**config.mk**
```make
export PLATFORM = sky130hd
export DESIGN_NAME = hyperram_avm_arbiter
export DESIGN_NICKNAME = d
export VERILOG_FILES = /design/src/rtl/hyperram_arb_pkg.sv /design/src/rtl/hyperram_arb_pick.sv /design/src/rtl/hyperram_avm_arbiter.sv
export SDC_FILE = /design/constraint.sdc
export NUM_CORES = 1
export LEC_CHECK = 0
export BUFFER_PORTS_ARGS = -buffer_cell sky130_fd_sc_hd__buf_2
export CORE_AREA = 2 2 93 95
export DETAILED_ROUTE_END_ITERATION = 16
export DIE_AREA = 0 0 95 97
export PLACE_DENSITY = 0.74
export SKIP_LAST_GASP = 1
export SYNTH_ARGS = -nofsm -noshare
export SYNTH_HDL_FRONTEND = slang
export SYNTH_SLANG_ARGS = --single-unit
export TNS_END_PERCENT = 30
```
**constraint.sdc**
```tcl
create_clock -name clk_x1_i -period 2.2 [get_ports clk_x1_i]
set_input_delay 0.44 -clock clk_x1_i [delete_from_list [all_inputs] [get_ports clk_x1_i]]
set_output_delay 0.44 -clock clk_x1_i [all_outputs]
set_load 0.05 [all_outputs]
```
**src/rtl/hyperram_arb_pkg.sv**
```systemverilog
// Shared types and constants for the two-port HyperRAM Avalon-MM arbiter.
// Latency: n/a (declarations only).
// Backpressure: n/a.
package hyperram_arb_pkg;

    localparam int C_NUM_PORTS = 2;

    // IDLE    : no owner, both requesters stalled, arbitration happens here
    // WR      : owner's write burst forwarded, beats counted on acceptance
    // RD_CMD  : owner's read command forwarded until the controller takes it
    // RD_DATA : command path closed, read data counted back to the owner
    typedef enum logic [1:0] {
        IDLE    = 2'd0,
        WR      = 2'd1,
        RD_CMD  = 2'd2,
        RD_DATA = 2'd3
    } state_t;

endpackage

```
**src/rtl/hyperram_arb_pick.sv**
```systemverilog
// Grant picker: chooses which requester wins the controller in IDLE.
// Latency: purely combinational, zero cycles.
// Backpressure: none; the caller only samples the result while idle.
//
// Ports:
//   req         in  : one request bit per port
//   last_grant  in  : port granted most recently (round-robin pointer)
//   grant_valid out : at least one port is requesting
//   grant_idx   out : winning port
//
// Build option HYPERRAM_ARB_FIXED_PRIO_EN: when defined, port 0 always wins a
// contest and last_grant is ignored; otherwise contests alternate.
module hyperram_arb_pick
    import hyperram_arb_pkg::*;
(
    input  logic [C_NUM_PORTS-1:0] req,
    input  logic                   last_grant,
    output logic                   grant_valid,
    output logic                   grant_idx
);

    always_comb begin
        grant_valid = |req;
        grant_idx   = 1'b0;
        if (req == 2'b10) begin
            grant_idx = 1'b1;
        end else if (req == 2'b11) begin
`ifdef HYPERRAM_ARB_FIXED_PRIO_EN
            grant_idx = 1'b0;
`else
            // Contest: hand the controller to whoever did not have it last.
            grant_idx = ~last_grant;
`endif
        end
    end

endmodule

```
**src/rtl/hyperram_avm_arbiter.sv**
```systemverilog
// Two-port Avalon-MM arbiter in front of the HyperRAM controller slave port.
// Latency: grant one edge after request; command/readdata paths combinational.
// Backpressure: owner sees the controller's waitrequest; non-owner always stalled.
//
// Ports:
//   clk_x1_i, rst_i            : controller clock, async active-high reset
//   sN_avm_*_i (N = 0, 1)      : requester command (write/read/address/data/be/burstcount)
//   sN_avm_readdata_o          : broadcast copy of controller read data
//   sN_avm_readdatavalid_o     : read data valid, owner only, RD_DATA only
//   sN_avm_waitrequest_o       : stall to requester N
//   m_avm_*_o                  : command to the controller (zero outside WR/RD_CMD)
//   m_avm_readdata_i/.._valid_i/waitrequest_i : controller response
//   err_o                      : sticky, readdatavalid seen outside RD_DATA
//
// Build option HYPERRAM_ARB_FIXED_PRIO_EN selects fixed priority (port 0) on
// contention; default is round-robin.
module hyperram_avm_arbiter
    import hyperram_arb_pkg::*;
#(
    parameter int G_DATA_SIZE  = 16,
    parameter int G_ADDR_SIZE  = 32,
    parameter int G_BURST_SIZE = 8
) (
    input  logic                      clk_x1_i,
    input  logic                      rst_i,

    input  logic                      s0_avm_write_i,
    input  logic                      s0_avm_read_i,
    input  logic [G_ADDR_SIZE-1:0]    s0_avm_address_i,
    input  logic [G_DATA_SIZE-1:0]    s0_avm_writedata_i,
    input  logic [G_DATA_SIZE/8-1:0]  s0_avm_byteenable_i,
    input  logic [G_BURST_SIZE-1:0]   s0_avm_burstcount_i,
    output logic [G_DATA_SIZE-1:0]    s0_avm_readdata_o,
    output logic                      s0_avm_readdatavalid_o,
    output logic                      s0_avm_waitrequest_o,

    input  logic                      s1_avm_write_i,
    input  logic                      s1_avm_read_i,
    input  logic [G_ADDR_SIZE-1:0]    s1_avm_address_i,
    input  logic [G_DATA_SIZE-1:0]    s1_avm_writedata_i,
    input  logic [G_DATA_SIZE/8-1:0]  s1_avm_byteenable_i,
    input  logic [G_BURST_SIZE-1:0]   s1_avm_burstcount_i,
    output logic [G_DATA_SIZE-1:0]    s1_avm_readdata_o,
    output logic                      s1_avm_readdatavalid_o,
    output logic                      s1_avm_waitrequest_o,

    output logic                      m_avm_write_o,
    output logic                      m_avm_read_o,
    output logic [G_ADDR_SIZE-1:0]    m_avm_address_o,
    output logic [G_DATA_SIZE-1:0]    m_avm_writedata_o,
    output logic [G_DATA_SIZE/8-1:0]  m_avm_byteenable_o,
    output logic [G_BURST_SIZE-1:0]   m_avm_burstcount_o,
    input  logic [G_DATA_SIZE-1:0]    m_avm_readdata_i,
    input  logic                      m_avm_readdatavalid_i,
    input  logic                      m_avm_waitrequest_i,

    output logic                      err_o
);

    localparam logic [G_BURST_SIZE-1:0] C_ONE = G_BURST_SIZE'(1);

    state_t                   state, state_nxt;
    logic                     owner, owner_nxt;
    logic                     last_grant, last_grant_nxt;
    logic [G_BURST_SIZE-1:0]  beats, beats_nxt;
    logic                     err, err_nxt;

    logic [C_NUM_PORTS-1:0]   req;
    logic                     grant_valid;
    logic                     grant_idx;
    logic                     grant_write;
    logic [G_BURST_SIZE-1:0]  grant_bc;

    logic                     fwd;
    logic                     sel_write;
    logic                     sel_read;
    logic [G_ADDR_SIZE-1:0]   sel_address;
    logic [G_DATA_SIZE-1:0]   sel_writedata;
    logic [G_DATA_SIZE/8-1:0] sel_byteenable;
    logic [G_BURST_SIZE-1:0]  sel_burstcount;
    logic                     wr_accept;
    logic                     rd_accept;

    assign req[0] = s0_avm_write_i | s0_avm_read_i;
    assign req[1] = s1_avm_write_i | s1_avm_read_i;

    hyperram_arb_pick u_pick (
        .req         (req),
        .last_grant  (last_grant),
        .grant_valid (grant_valid),
        .grant_idx   (grant_idx)
    );

    // Candidate's write flag and burst length, looked at only in IDLE.
    assign grant_write = grant_idx ? s1_avm_write_i      : s0_avm_write_i;
    assign grant_bc    = grant_idx ? s1_avm_burstcount_i : s0_avm_burstcount_i;

    // Owner's command, straight through with no register stage.
    assign sel_write      = owner ? s1_avm_write_i      : s0_avm_write_i;
    assign sel_read       = owner ? s1_avm_read_i       : s0_avm_read_i;
    assign sel_address    = owner ? s1_avm_address_i    : s0_avm_address_i;
    assign sel_writedata  = owner ? s1_avm_writedata_i  : s0_avm_writedata_i;
    assign sel_byteenable = owner ? s1_avm_byteenable_i : s0_avm_byteenable_i;
    assign sel_burstcount = owner ? s1_avm_burstcount_i : s0_avm_burstcount_i;

    // The command path is open only while a command is still being handed over;
    // in IDLE and RD_DATA everything toward the controller is held at zero.
    assign fwd = (state == WR) || (state == RD_CMD);

    assign m_avm_write_o      = fwd & sel_write;
    assign m_avm_read_o       = fwd & sel_read;
    assign m_avm_address_o    = fwd ? sel_address    : '0;
    assign m_avm_writedata_o  = fwd ? sel_writedata  : '0;
    assign m_avm_byteenable_o = fwd ? sel_byteenable : '0;
    assign m_avm_burstcount_o = fwd ? sel_burstcount : '0;

    assign s0_avm_waitrequest_o = (fwd && !owner) ? m_avm_waitrequest_i : 1'b1;
    assign s1_avm_waitrequest_o = (fwd &&  owner) ? m_avm_waitrequest_i : 1'b1;

    assign s0_avm_readdata_o = m_avm_readdata_i;
    assign s1_avm_readdata_o = m_avm_readdata_i;

    assign s0_avm_readdatavalid_o = (state == RD_DATA) && !owner && m_avm_readdatavalid_i;
    assign s1_avm_readdatavalid_o = (state == RD_DATA) &&  owner && m_avm_readdatavalid_i;

    assign err_o = err;

    assign wr_accept = m_avm_write_o & ~m_avm_waitrequest_i;
    assign rd_accept = m_avm_read_o  & ~m_avm_waitrequest_i;

    always_ff @(posedge clk_x1_i or posedge rst_i) begin
        if (rst_i) begin
            state      <= IDLE;
            owner      <= 1'b0;
            last_grant <= 1'b1;   // port 0 wins the first contest
            beats      <= '0;
            err        <= 1'b0;
        end else begin
            state      <= state_nxt;
            owner      <= owner_nxt;
            last_grant <= last_grant_nxt;
            beats      <= beats_nxt;
            err        <= err_nxt;
        end
    end

    always_comb begin
        state_nxt      = state;
        owner_nxt      = owner;
        last_grant_nxt = last_grant;
        beats_nxt      = beats;
        err_nxt        = err;

        // Read data nobody is waiting for is dropped and flagged.
        if (m_avm_readdatavalid_i && (state != RD_DATA)) begin
            err_nxt = 1'b1;
        end

        case (state)
            IDLE: begin
                if (grant_valid) begin
                    owner_nxt      = grant_idx;
                    last_grant_nxt = grant_idx;
                    // A zero burstcount still moves one beat.
                    beats_nxt      = (grant_bc == '0) ? C_ONE : grant_bc;
                    state_nxt      = grant_write ? WR : RD_CMD;
                end
            end
            WR: begin
                if (wr_accept) begin
                    beats_nxt = beats - C_ONE;
                    if (beats == C_ONE) begin
                        state_nxt = IDLE;
                    end
                end
            end
            RD_CMD: begin
                if (rd_accept) begin
                    state_nxt = RD_DATA;
                end
            end
            RD_DATA: begin
                if (m_avm_readdatavalid_i) begin
                    beats_nxt = beats - C_ONE;
                    if (beats == C_ONE) begin
                        state_nxt = IDLE;
                    end
                end
            end
            default: begin
                state_nxt = IDLE;
            end
        endcase
    end

endmodule

```
==> out/qor.yml <==
cells_and_area:
  drive_gt1_frac: 0.560
  fin_cells: 551
  nFillCells: 815
  syn_to_final_growth_pct: 53.6
  nets: 590
  final_util: 0.439
flow_run:
  maxCapViolCount: 0
yosys:
  synth_warnings: 0
  ys_ff_latch: 13
  synth_cell_type_count: 42
  async_flop_share: 1.00
  seq_area_frac_synth: 0.140
  synthCells: 287
  syn_area_um2: 2330
  synth_edf_count: 0
  avgSynthCellArea_um2: 8.11
  synth_ff_type: "dfrtp_1"
  syn_nets: 435
setup_path:
  critPathTopFamily: "buffers and inverters"
  crit_arrival_ns: 1.74
  cp_num_buf_inv: 3
  required_ns: 1.76
  slowest_stage: "dfrtp_1"
  crit_chain: "inv_2 -> ha_4 -> bufbuf_16 -> nor2b_2 -> buf_4"
  crit_fanout: 29
  crit_type: "flip-flop to primary output"
  crit_path_end_kind: "primary output"
  startpoint_type: "flip-flop"
  slowest_delay_ns: 0.41
  rrSetupSlack_ns: 0.26
clock_tree:
  clk_latency_ns: 0.25
  cts-root-buf: "clkbuf_8"
  cts_inserted_buffers: 3
  cts_tree: "yes"
  cts_max_level: 1
  clk_pin_slew_ns: 0.06
  clock_path_buffers: 2
  clkSinkCount: 13
drt:
  vias: 2660
  drt_wl_total_um: 8830
  vias_per_cell: 4.83
  dr.pass1.iters: 4
  drcViolationCount: 0
  detail_route.iter0.violations: 93
  wl_per_cell_um: 16.0
  postRouteAntennaNets: 0
timing:
  finalHoldViolCount: 0
  whs_ns: 0.224
  maxSlewViolCount: 0
  tightest_slew_ns: 0.541
  max_freq_mhz: 459
  setup_violations: 0
  timing.slew.headroom: 0.639
  finClkSkew_ns: 0.00326
  rsz0062_at_grt: "true"
  finalCriticalPeriod_ns: 2.18
  fin_crit_sh: 0.991
global_routing:
  grt_max_degree: 30
  grt_first_pass_wirelength_um: 13000
  grt.overflow.total: 0
  antenna_found_initial: 8
  grt_usage: 0.178
  grt_pass1_vias: 2685
power:
  power_mw: 7.86
  switching_share: 0.595
  combPwrFrac: 0.900
  p_switching_mw: 4.68
  p_int_mw: 3.19
  power_frac_clock: 0.028
  vdd_drop_max_mv: 1.53
  leakagePower_nw: 1.96
  powerDensity_nw_per_um2: 2200
  power_frac_seq: 0.071
die:
  die_w_um: 95
  pin_count: 237
  coreArea_um2: 8130
  die-area_um2: 9220
  core.rowCount: 33
  initial_core_util: 0.286
  die_h_um: 97
placement:
  port_buffers: 188
  gp_congestion: 0.920
  dp_hpwl_um: 6910
  dp.cells: 539
outcome:
  status: "finished clean"
hold_path:
  min_path_type: "input port to asynchronous set/reset pin"
-- metal layers --
layer,wire length (µm),global-route usage
met4,65,0.0312
met2,4290,0.307
met1,3400,0.202
met3,1020,0.0826
met5,41,0
-- power by group through the flow --
stage | sequential, mW | clock, mW | combinational [mW]
2_1_floorplan | 0.454 | 0 | 5.13
6_report | 0.561 | 0.223 | 7.08
3_5_place_dp | 0.560 | 0 | 6.17
3_3_place_gp | 0.550 | 0 | 6.04
5_1_grt | 0.581 | 0.243 | 7.44
4_1_cts | 0.557 | 0.230 | 6.84
-- cell families after synthesis --
kind of cell | after synthesis | synth area share
and+or+nand+nor | 98 | 0.255
adders and majority gates | 8 | 0.0430
muxes | 70 | 0.305
DFF | 13 | 0.140
AOI/OAI and AO/OA | 43 | 0.111
buffers and inverters | 55 | 0.146
-- synth_stat cells, drive strengths merged (2+ instances only) --
cell / number / share of area
mux2i: 66 / 0.28
nor2b: 61 / 0.16
buf: 40 / 0.12
o21ai: 20 / 0.046
dfrtp: 12 / 0.13
a21oi: 11 / 0.024
nor2: 10 / 0.017
ha: 8 / 0.043
inv: 8 / 0.013
clkbuf: 7 / 0.011
nand2: 5 / 0.0081
mux2: 4 / 0.021
nand3: 4 / 0.0086
nor3: 4 / 0.013
a22o: 3 / 0.012
nand2b: 3 / 0.0081
and3: 2 / 0.0059
nor4: 2 / 0.0054
or2: 2 / 0.0054
-- through the flow --
step	TNS, ns	setup WS (ns)	cell area [µm²]
CTS	-0.529	-0.0286	3450
detailed placement	0	0.159	3220
global route	-0.742	-0.0552	3570
global placement	0	0.273	3220
floorplan	-0.401	-0.0102	2370
finish	0	0.0206	3570
-- sequential cells by signal, indices dropped and copies added, names as in the netlist --
| name | flops |
|---|---|
| owner | 1 |
| err_o | 1 |
| last_grant | 1 |
| state | 2 |
| beats | 8 |
-- cells in the final DEF (no fill, tap or decap), types with 5 or more instances in the layout --
| cell type | count |
|---|---|
| nand2_1 | 5 |
| nor2b_1 | 32 |
| dfrtp_1 | 11 |
| buf_4 | 43 |
| nor2_1 | 9 |
| buf_6 | 18 |
| buf_2 | 132 |
| inv_1 | 6 |
| mux2i_1 | 66 |
| nor2b_2 | 29 |
| diode_2 | 5 |
| o21ai_0 | 17 |
| ha_1 | 7 |
| a21oi_1 | 11 |
-- timing repair --
item / CTS / global route
gates cloned: 1 / 0
buffers inserted: 0 / 2
pin swaps: 0 / 1
endpoints found under the setup margin: 59 / 47
hold buffers: 0 / 0
resized for setup: 58 / 31
-- final cells by class --
cell class / count / area, µm² / share of cell area
Inverter: 8 / 30.0 / 0.00840
Tap cell: 105 / 131 / 0.0368
Clock buffer: 4 / 45.0 / 0.0126
Multi-Input combinational cell: 219 / 1750 / 0.489
Timing Repair Buffer: 197 / 1280 / 0.358
Sequential cell: 13 / 330 / 0.0924
Antenna cell: 5 / 12.5 / 0.00350
-- final timing paths --
| check | to | depth (start not counted) | start |
|---|---|---|---|
| min in group clk_x1_i | err_o | 2 | m_avm_readdatavalid_i |
| setup / recovery | m_avm_address_o[24] | 5 | state[1] |
| hold / removal | state[1] | 2 | rst_i |
| hold reg to reg | err_o | 1 | err_o |
| setup reg to reg | beats[3] | 6 | state[1] |
| max in group asynchronous | owner | 2 | rst_i |
(Power assumes the default switching activity.)
